**src/rtl/mem_arbiter.sv**
```systemverilog
// Two-requester arbiter sharing one word-wide memory port between fetch and load/store.
// Sub-word stores are read-modify-write sequences; all responses are registered one-cycle pulses.
module mem_arbiter #(
  parameter int unsigned       AWIDTH    = 32,
  parameter int unsigned       DWIDTH    = 32,
  parameter logic [AWIDTH-1:0] BASE_ADDR = 32'h01000000,
  parameter logic [AWIDTH-1:0] MEM_BYTES = 32'h00100000
) (
  input  logic              clk,
  input  logic              rst,
  input  logic              if_req_i,
  input  logic [AWIDTH-1:0] if_addr_i,
  output logic              if_gnt_o,
  output logic              if_rvalid_o,
  output logic [DWIDTH-1:0] if_rdata_o,
  output logic              if_err_o,
  input  logic              d_req_i,
  input  logic              d_we_i,
  input  logic [1:0]        d_size_i,
  input  logic [AWIDTH-1:0] d_addr_i,
  input  logic [DWIDTH-1:0] d_wdata_i,
  output logic              d_gnt_o,
  output logic              d_rvalid_o,
  output logic [DWIDTH-1:0] d_rdata_o,
  output logic              d_err_o,
  output logic [AWIDTH-1:0] mem_addr_o,
  output logic [DWIDTH-1:0] mem_data_o,
  output logic              mem_read_en_o,
  output logic              mem_write_en_o,
  input  logic [DWIDTH-1:0] mem_data_i
);

  typedef enum logic [1:0] {IDLE, READ, RMW_RD, WRITE} state_t;

  state_t            state_q, state_d;
  logic              prio_d_q, prio_d_d;   // 1: data side wins the next tie
  logic              id_q, id_d;           // 1: data requester owns the access
  logic [1:0]        lane_q, lane_d;
  logic [1:0]        size_q, size_d;
  logic [15:0]       wdata_q, wdata_d;
  logic              if_rvalid_q, if_rvalid_d;
  logic [DWIDTH-1:0] if_rdata_q, if_rdata_d;
  logic              if_err_q, if_err_d;
  logic              d_rvalid_q, d_rvalid_d;
  logic [DWIDTH-1:0] d_rdata_q, d_rdata_d;
  logic              d_err_q, d_err_d;
  logic [AWIDTH-1:0] mem_addr_q, mem_addr_d;
  logic [DWIDTH-1:0] mem_data_q, mem_data_d;
  logic              rd_en_q, rd_en_d;
  logic              wr_en_q, wr_en_d;

  logic              gnt_if, gnt_d;
  logic [AWIDTH-1:0] sel_addr;
  logic [1:0]        sel_size;
  logic              sel_we;
  logic              in_range, size_err, req_err;
  logic [DWIDTH-1:0] shifted, load_val, merged;

  always_comb begin
    gnt_d    = rst && (state_q == IDLE) && d_req_i && (!if_req_i || prio_d_q);
    gnt_if   = rst && (state_q == IDLE) && if_req_i && (!d_req_i || !prio_d_q);
    sel_addr = gnt_d ? d_addr_i : if_addr_i;
    sel_size = gnt_d ? d_size_i : 2'b10;
    sel_we   = gnt_d && d_we_i;
    in_range = (sel_addr >= BASE_ADDR) && ((sel_addr - BASE_ADDR) < MEM_BYTES);
    case (sel_size)
      2'b00:   size_err = 1'b0;
      2'b01:   size_err = sel_addr[0];
      2'b10:   size_err = |sel_addr[1:0];
      default: size_err = 1'b1;
    endcase
    req_err = !in_range || size_err;
  end

  always_comb begin
    shifted = mem_data_i >> {lane_q, 3'b000};
    case (size_q)
      2'b00:   load_val = {24'd0, shifted[7:0]};
      2'b01:   load_val = {16'd0, shifted[15:0]};
      default: load_val = mem_data_i;
    endcase
    merged = mem_data_i;
    if (size_q == 2'b00) merged[{lane_q, 3'b000} +: 8] = wdata_q[7:0];
    else                 merged[{lane_q[1], 4'b0000} +: 16] = wdata_q;
  end

  always_comb begin
    state_d     = state_q;
    prio_d_d    = prio_d_q;
    id_d        = id_q;
    lane_d      = lane_q;
    size_d      = size_q;
    wdata_d     = wdata_q;
    if_rvalid_d = 1'b0;
    if_rdata_d  = if_rdata_q;
    if_err_d    = if_err_q;
    d_rvalid_d  = 1'b0;
    d_rdata_d   = d_rdata_q;
    d_err_d     = d_err_q;
    mem_addr_d  = mem_addr_q;
    mem_data_d  = mem_data_q;
    rd_en_d     = 1'b0;
    wr_en_d     = 1'b0;
    case (state_q)
      IDLE: begin
        if (gnt_d || gnt_if) begin
          prio_d_d = gnt_if;
          id_d     = gnt_d;
          lane_d   = sel_addr[1:0];
          size_d   = sel_size;
          wdata_d  = d_wdata_i[15:0];
          if (req_err) begin
            // Rejected accesses answer next cycle without touching memory.
            if (gnt_d) begin
              d_rvalid_d = 1'b1;
              d_err_d    = 1'b1;
              d_rdata_d  = '0;
            end else begin
              if_rvalid_d = 1'b1;
              if_err_d    = 1'b1;
              if_rdata_d  = '0;
            end
          end else begin
            mem_addr_d = {sel_addr[AWIDTH-1:2], 2'b00};
            if (!sel_we) begin
              state_d = READ;
              rd_en_d = 1'b1;
            end else if (sel_size == 2'b10) begin
              state_d    = WRITE;
              wr_en_d    = 1'b1;
              mem_data_d = d_wdata_i;
            end else begin
              state_d = RMW_RD;
              rd_en_d = 1'b1;
            end
          end
        end
      end
      READ: begin
        state_d = IDLE;
        if (id_q) begin
          d_rvalid_d = 1'b1;
          d_err_d    = 1'b0;
          d_rdata_d  = load_val;
        end else begin
          if_rvalid_d = 1'b1;
          if_err_d    = 1'b0;
          if_rdata_d  = load_val;
        end
      end
      RMW_RD: begin
        state_d    = WRITE;
        wr_en_d    = 1'b1;
        mem_data_d = merged;
      end
      WRITE: begin
        state_d    = IDLE;
        d_rvalid_d = 1'b1;
        d_err_d    = 1'b0;
        d_rdata_d  = '0;
      end
      default: state_d = IDLE;
    endcase
  end

  always_ff @(posedge clk or negedge rst) begin
    if (!rst) begin
      state_q     <= IDLE;
      prio_d_q    <= 1'b1;
      id_q        <= 1'b0;
      lane_q      <= '0;
      size_q      <= '0;
      wdata_q     <= '0;
      if_rvalid_q <= 1'b0;
      if_rdata_q  <= '0;
      if_err_q    <= 1'b0;
      d_rvalid_q  <= 1'b0;
      d_rdata_q   <= '0;
      d_err_q     <= 1'b0;
      mem_addr_q  <= BASE_ADDR;
      mem_data_q  <= '0;
      rd_en_q     <= 1'b0;
      wr_en_q     <= 1'b0;
    end else begin
      state_q     <= state_d;
      prio_d_q    <= prio_d_d;
      id_q        <= id_d;
      lane_q      <= lane_d;
      size_q      <= size_d;
      wdata_q     <= wdata_d;
      if_rvalid_q <= if_rvalid_d;
      if_rdata_q  <= if_rdata_d;
      if_err_q    <= if_err_d;
      d_rvalid_q  <= d_rvalid_d;
      d_rdata_q   <= d_rdata_d;
      d_err_q     <= d_err_d;
      mem_addr_q  <= mem_addr_d;
      mem_data_q  <= mem_data_d;
      rd_en_q     <= rd_en_d;
      wr_en_q     <= wr_en_d;
    end
  end

  assign if_gnt_o       = gnt_if;
  assign d_gnt_o        = gnt_d;
  assign if_rvalid_o    = if_rvalid_q;
  assign if_rdata_o     = if_rdata_q;
  assign if_err_o       = if_err_q;
  assign d_rvalid_o     = d_rvalid_q;
  assign d_rdata_o      = d_rdata_q;
  assign d_err_o        = d_err_q;
  assign mem_addr_o     = mem_addr_q;
  assign mem_data_o     = mem_data_q;
  assign mem_read_en_o  = rd_en_q;
  assign mem_write_en_o = wr_en_q;

endmodule

```
**config.mk**
```make
export PLATFORM = sky130hd
export DESIGN_NAME = mem_arbiter
export DESIGN_NICKNAME = d
export VERILOG_FILES = /design/src/rtl/mem_arbiter.sv
export SDC_FILE = /design/constraint.sdc
export NUM_CORES = 1
export LEC_CHECK = 0
export CAP_MARGIN = 10
export CORE_MARGIN = 1.5
export CORE_UTILIZATION = 46
export DETAILED_ROUTE_END_ITERATION = 10
export PLACE_DENSITY = 0.91
export SETUP_SLACK_MARGIN = 0.5
export SYNTH_ARGS = -nofsm -noshare
export SYNTH_HDL_FRONTEND = slang
export SYNTH_SLANG_ARGS = --single-unit
```
**constraint.sdc**
```tcl
create_clock -name clk -period 2.68 [get_ports clk]
set_input_delay 0.536 -clock clk [delete_from_list [all_inputs] [get_ports clk]]
set_output_delay 0.536 -clock clk [all_outputs]
set_load 0.05 [all_outputs]
```
# --- After elaboration in Yosys (flattened, before gate mapping) ---
# Cells that the tools add are included.
op_classes:
  addsub: 3
  order_cmp: 2
  eq_ne: 15
  n_shift: 5
  n_mux: 57
  n_bitwise: 1
  n_reduce_logical: 29
op_table:
  columns: ["cell", "count"]
  rows:
  - ["$mux W32", 14]
  - ["$pmux W32 S2", 3]
  - ["$pmux W32 S3", 1]
  - ["$bwmux W32", 2]
  - ["$ge A32 B25 Y1 const B", 1]
  - ["$lt A32 B21 Y1 const B", 1]
  - ["$shift A16 B7 Y32 const A", 1]
  - ["$shift A8 B7 Y32 const A", 1]
  - ["$shiftx A16 B7 Y32", 1]
  - ["$shiftx A8 B7 Y32", 1]
  - ["$shr A32 B5 Y16", 1]
  - ["$sub A32 B25 Y32 const B", 1]
  - ["$mux W1", 26]
  - ["$reduce_and A5 Y1", 3]
  - ["$ne A2 B2 Y1 const B", 7]
  - ["$neg A5 Y7", 2]
  - ["$pmux W1 S3", 3]
  - ["$mux W2", 4]
  - ["$logic_and A1 B1 Y1", 7]
  - ["$eq A2 B1 Y1 const B", 3]
  - ["$eq A2 B2 Y1 const B", 3]
  - ["$logic_not A2 Y1", 3]
  - ["$pmux W1 S2", 3]
  - ["$pmux W2 S3", 1]
  - ["9 further kinds", 19]
word_totals:
  register_bits: 156
  inputBits: 135
  out_inout_bits: 136
  word_cells: 128

# --- Longest topological paths before layout ---
# Gate-level depths: netlist of run 1.
logic_depth:
  ltp_word: 13
  mapped_depth: 9
  ltp_nobuf: 6

# --- Worst setup path before layout of run 1 ---
# No wires, ideal clock.
synth_path:
  path_type: "reg2reg"
  from: "register lane_q[1]"
  to: "register mem_data_q[16], in the netlist mem_data_o[16]"
  setup_time_ps: 66
  arrival_time_ps: 2256
  t_required_ps: 2614
  slack_ps: 358
  path_stages_with_launch: 10
  n_path_buf: 3
  synth_period_minus_slack_ps: 2322
  cell_sequence: "dfrtp_1 -> clkbuf_1 -> clkbuf_1 -> inv_1 -> ha_1 -> nor4bb_1 -> clkbuf_1 -> a221oi_1 -> a211oi_1 -> mux2_4"
synth_via:
  elab_chain_cells: 5
  word_cells_on_any_way: 10
  cone_classes: "2 x add/sub; 4 x shift; 4 x mux"
synth_rtl:
  columns: ["item", "line_no", "rtl"]
  rows:
  - ["start, declared", "38", "logic [1:0] lane_q, lane_d;"]
  - ["start signal, assigned", "188", "lane_q <= lane_d;"]
  - ["$neg A5 Y7, on equally long branches", "84, 83", null]
  - ["$shiftx A16 B7 Y32, or another cell as far along", "84", "else merged[{lane_q[1], 4'b0000} +: 16] = wdata_q;"]
  - ["$bwmux W32, on equally long branches", "84, 83", null]
  - ["$mux W32 (*)", "83", "if (size_q == 2'b00) merged[{lane_q, 3'b000} +: 8] = wdata_q[7:0];"]
  - ["$pmux W32 S2 (*)", "104", "case (state_q)"]
  - ["end signal, assigned", "198", "mem_data_q <= mem_data_d;"]
  - ["end, declared", "48", "logic [DWIDTH-1:0] mem_data_q, mem_data_d;"]
# Mark *: on every way between the ends. The rest lies on a longest branch, timed or not.
# A chain may end at the register's enable or synchronous reset.

# --- Worst setup path in the final report of run 1 ---
layout_path:
  from: "register lane_q[1]"
  to: "register mem_data_q[30], in the netlist mem_data_o[30]"
# Same word-level chain as after synthesis.

==> flow_metrics.py, run 1 <==
metrics = {
    "die": {
        "rows": 48,
        "ios": 271,
        "core_sq_um": 17200,
        "die_h_um": 135,
        "die_area_sq_um": 18300,
        "dieWidth_um": 135,
        "start_util_pct": 46.9,
    },
    "power": {
        "p_leak_uw": 0.00576,
        "p_seq_share_pct": 41.4,
        "p_int_uw": 4460,
        "ir_drop_mv": 0.464,
        "power_switching_uw": 1760,
        "power_density_nw_per_um2": 511,
        "power_uw": 6220,
        "switching_share_pct": 28.3,
        "clock_power_share_pct": 40.7,
        "combPwrFrac_pct": 17.9,
    },
    "timing": {
        "finalHoldViolations": 0,
        "tightest_slew_ps": 996,
        "period_share_pct": 89.6,
        "rsz0062_at_grt": "yes",
        "tns_ps": 0,
        "fmax_mhz": 416,
        "fin_crit_ps": 2400,
        "drv_slew": 0,
        "finalSetupViolCount": 0,
        "skew_ps": 13.0,
        "max_slew_margin_pct": 33.6,
    },
    "drt": {
        "via_per_inst": 5.95,
        "ant_nets": 0,
        "first_pass_iters": 5,
        "drtIter0Drc": 685,
        "drt_drc_violations_left": 0,
        "drt-total-wl_um": 27800,
        "vias": 7488,
        "wl_per_cell_um": 22.1,
    },
    "setup_path": {
        "worst-setup-path-type": "register to register",
        "startpoint": "lane_q[1]",
        "path_buf_inv": 2,
        "crit_path_start_kind": "register",
        "worst_path_largest_cell_delay_ps": 500,
        "slowest_stage": "nor4bb_1",
        "crit_chain": "inv_1 > ha_1 > nor4bb_1 > buf_4 > a221oi_1 > a211oi_1 > mux2_2",
        "crit-reg2reg-launch": "lane_q[1]",
        "crit_family": "simple AND/OR/NAND/NOR gates",
        "critPathArrivalTime_ps": 2770,
        "worstPathMaxFanout": 10,
        "worstSetupEndpointType": "register",
        "required_ps": 3050,
    },
    "clock_tree": {
        "max-clock-path-buffers": 2,
        "cts_made_buffers": 17,
        "root_buffer": "clkbuf_16",
        "clock_sinks": 156,
        "cts_tree": "built",
        "path_clk_slew_ps": 70,
        "cts_max_level": 4,
        "worstSkewPairLatency_ps": 430,
    },
    "hold_path": {
        "hold_path_class": "primary input to asynchronous set/reset pin",
    },
    "global_routing": {
        "overflow": 0,
        "grt_pass1_vias": 7445,
        "grt_pass1_wl_um": 41200,
        "antenna_found_initial": 0,
        "grt_max_degree": 81,
        "grtUsageTotal_pct": 29.8,
    },
    "place": {
        "gp_congestion": 0.884,
        "hpwl_um": 19400,
        "io_buffers": 268,
        "placed_cell_area_sq_um": 11100,
    },
    "finish": {
        "diodes": 0,
        "fillers": 1183,
        "final_core_util_pct": 70.9,
        "fin_area_sq_um": 12200,
        "multi_input_area_sq_um": 3780,
        "area_growth_syn_to_layout_pct": 51.3,
        "register_area_sq_um": 3910,
        "nNetsFinal": 1161,
        "drive_above_1_share_pct": 18.0,
    },
    "logic_synthesis": {
        "ys_types": 50,
        "ys_seq_area_share_pct": 48.5,
        "synth-edff-count": 0,
        "avgSynthCellArea_sq_um": 10.9,
        "syn-cell-area_sq_um": 8050,
        "synth_top_family_by_area": "multiplexers",
        "synth_xor_area_share_pct": 0,
        "yosys_warnings": 0,
        "synthFlopType": "dfrtp_1",
        "synth-seq-cells": 156,
        "async_flop_share_pct": 100,
        "synthAdderAreaFrac_pct": 0.777,
        "synthMuxAreaShare_pct": 18.0,
        "synthSimpleGateAreaFrac_pct": 9.31,
        "synth_compound_area_share_pct": 15.8,
        "netlist_instances": 737,
    },
    "outcome": {
        "status": "finished, final reports clean",
    },
    "flow_run": {
        "cap_violations": 0,
    },
}
==> power groups by stage <==
stage	Sequential, uW	Combinational, uW	Clock, uW
floorplan	2570	529	0
global placement	2590	985	0
detailed placement	2600	1010	0
CTS	2550	1040	2560
global route	2580	1170	2690
finish	2580	1110	2530
==> timing repair <==
| action | CTS | global route |
|---|---|---|
| setup buffers | 4 | 5 |
| gates cloned | 1 | 2 |
| pin swaps | 3 | 9 |
| hold endpoints to repair | 6 | 0 |
| setup endpoints to repair | 51 | 78 |
| hold buffers | 1 | 0 |
| gates resized for setup | 17 | 68 |
==> Yosys cell counts (3+ instances only) <==
library cell  instances  area, sq um
a21oi_1               9         45.0
nor4b_1               3         26.3
o221ai_1              8         70.1
nor4bb_1              3         30.0
dfrtp_1             154         3850
nand3_1               4         20.0
mux2i_1              75          751
a221oi_1             51          447
and2_1               12         75.1
buf_4                 6         45.0
nor4_1                4         25.0
mux2_4               20          300
buf_6                 6         67.6
clkbuf_1             29          109
inv_1                86          323
o21ai_0               4         20.0
o21a_1                8         60.1
a22o_1               18          158
o2bb2ai_1             7         61.3
nor2_1               57          214
a31oi_1               3         18.8
ha_1                  5         62.6
mux2_2               35          394
nand2_1              28          105
nor3_1               22          110
a211oi_1             32          240
buf_2                11         55.1
a222oi_1              7         70.1
nand2b_1              6         37.5
==> final cells by class <==
cell class	instances	area share [%]
sequential	156	32.1
multi-input combinational	442	31.1
timing repair buffer	317	26.8
clock buffer	19	3.72
inverter	87	2.74
tap	225	2.31
clock inverter	12	1.30
==> path summary, 6_finish.rpt <==
| check | to | depth (start not counted) | slack, ps |
|---|---|---|---|
| setup reg to reg | mem_data_o[30] | 7 | 280 |
| hold reg to reg | prio_d_q | 2 | 470 |
| max in group asynchronous | d_rdata_o[0] | 2 | 1620 |
| min in group clk | prio_d_q | 2 | 470 |
| setup / recovery | mem_data_o[30] | 7 | 280 |
| hold / removal | mem_data_o[7] | 2 | 390 |
==> worst reg2reg max path, delay by kind of cell (launching register included) <==
family	cells	cell delay, ps
fa+ha+maj	1	350
buf+inv	2	410
flops	1	470
simple gates	1	500
mux	1	210
compound gates	2	410
==> stage by stage <==
stage / setup WS [ps] / hold slack (ps) / instances
6_report: 279 / 387 / 1258
5_1_grt: 267 / 458 / 1258
4_1_cts: 500 / 401 / 1251
3_5_place_dp: -19.4 / 345 / 1214
3_3_place_gp: -5.41 / 342 / 1214
2_1_floorplan: 501 / 240 / 738
==> flip-flops by register name, summed over array words and instances, names as in the netlist <==
register	flops
id_q	1
d_rdata_o	32
state_q	2
mem_write_en_o	1
d_rvalid_o	1
mem_data_o	32
prio_d_q	1
mem_addr_o	30
if_err_o	1
if_rvalid_o	1
wdata_q	16
if_rdata_o	32
lane_q	2
mem_read_en_o	1
size_q	2
d_err_o	1
==> cell families after synthesis <==
kind of cell               count (synthesis)
buffers and inverters                    140
and+or+nand+nor                          151
DFF                                      156
muxes                                    130
AOI/OAI and AO/OA                        154
adders and majority gates                  5
other                                      1
==> routing by layer <==
metal	up-vias	GRT usage, %	routed length [um]
met1	3621	36.0	9890
met4	0	12.8	1070
met2	534	50.1	13800
met3	96	7.93	3020
met5	-	0	0
li1	3237	-	-
==> cell usage in the layout (no fill, tap or decap), drive strengths merged, types with 3 or more instances in the layout <==
cell           instances
a31oi                  3
mux2i                 75
nand2                 28
clkinv                 3
o2bb2ai                7
dlymetal6s2s          34
bufinv                 3
nand3                  5
mux2                  55
o21a                   8
nand2b                 6
nor4bb                 3
dlygate4sd2            5
and2                  12
nor2                  58
dfrtp                154
o21ai                  4
clkdlybuf4s50        226
nor4                   5
buf                   49
inv                   91
nor3                  22
nor4b                  3
a22o                  18
a21oi                  9
a221oi                51
a222oi                 7
o221ai                 8
ha                     5
a211oi                32
clkbuf                21
Power figures use the tool's default switching activity.
==> run 2: changes to the inputs <==
- CTS_CLUSTER_SIZE: not set -> 12
==> results of run 2 <==
Final layout, timing and power as in run 1 (identical DEF).
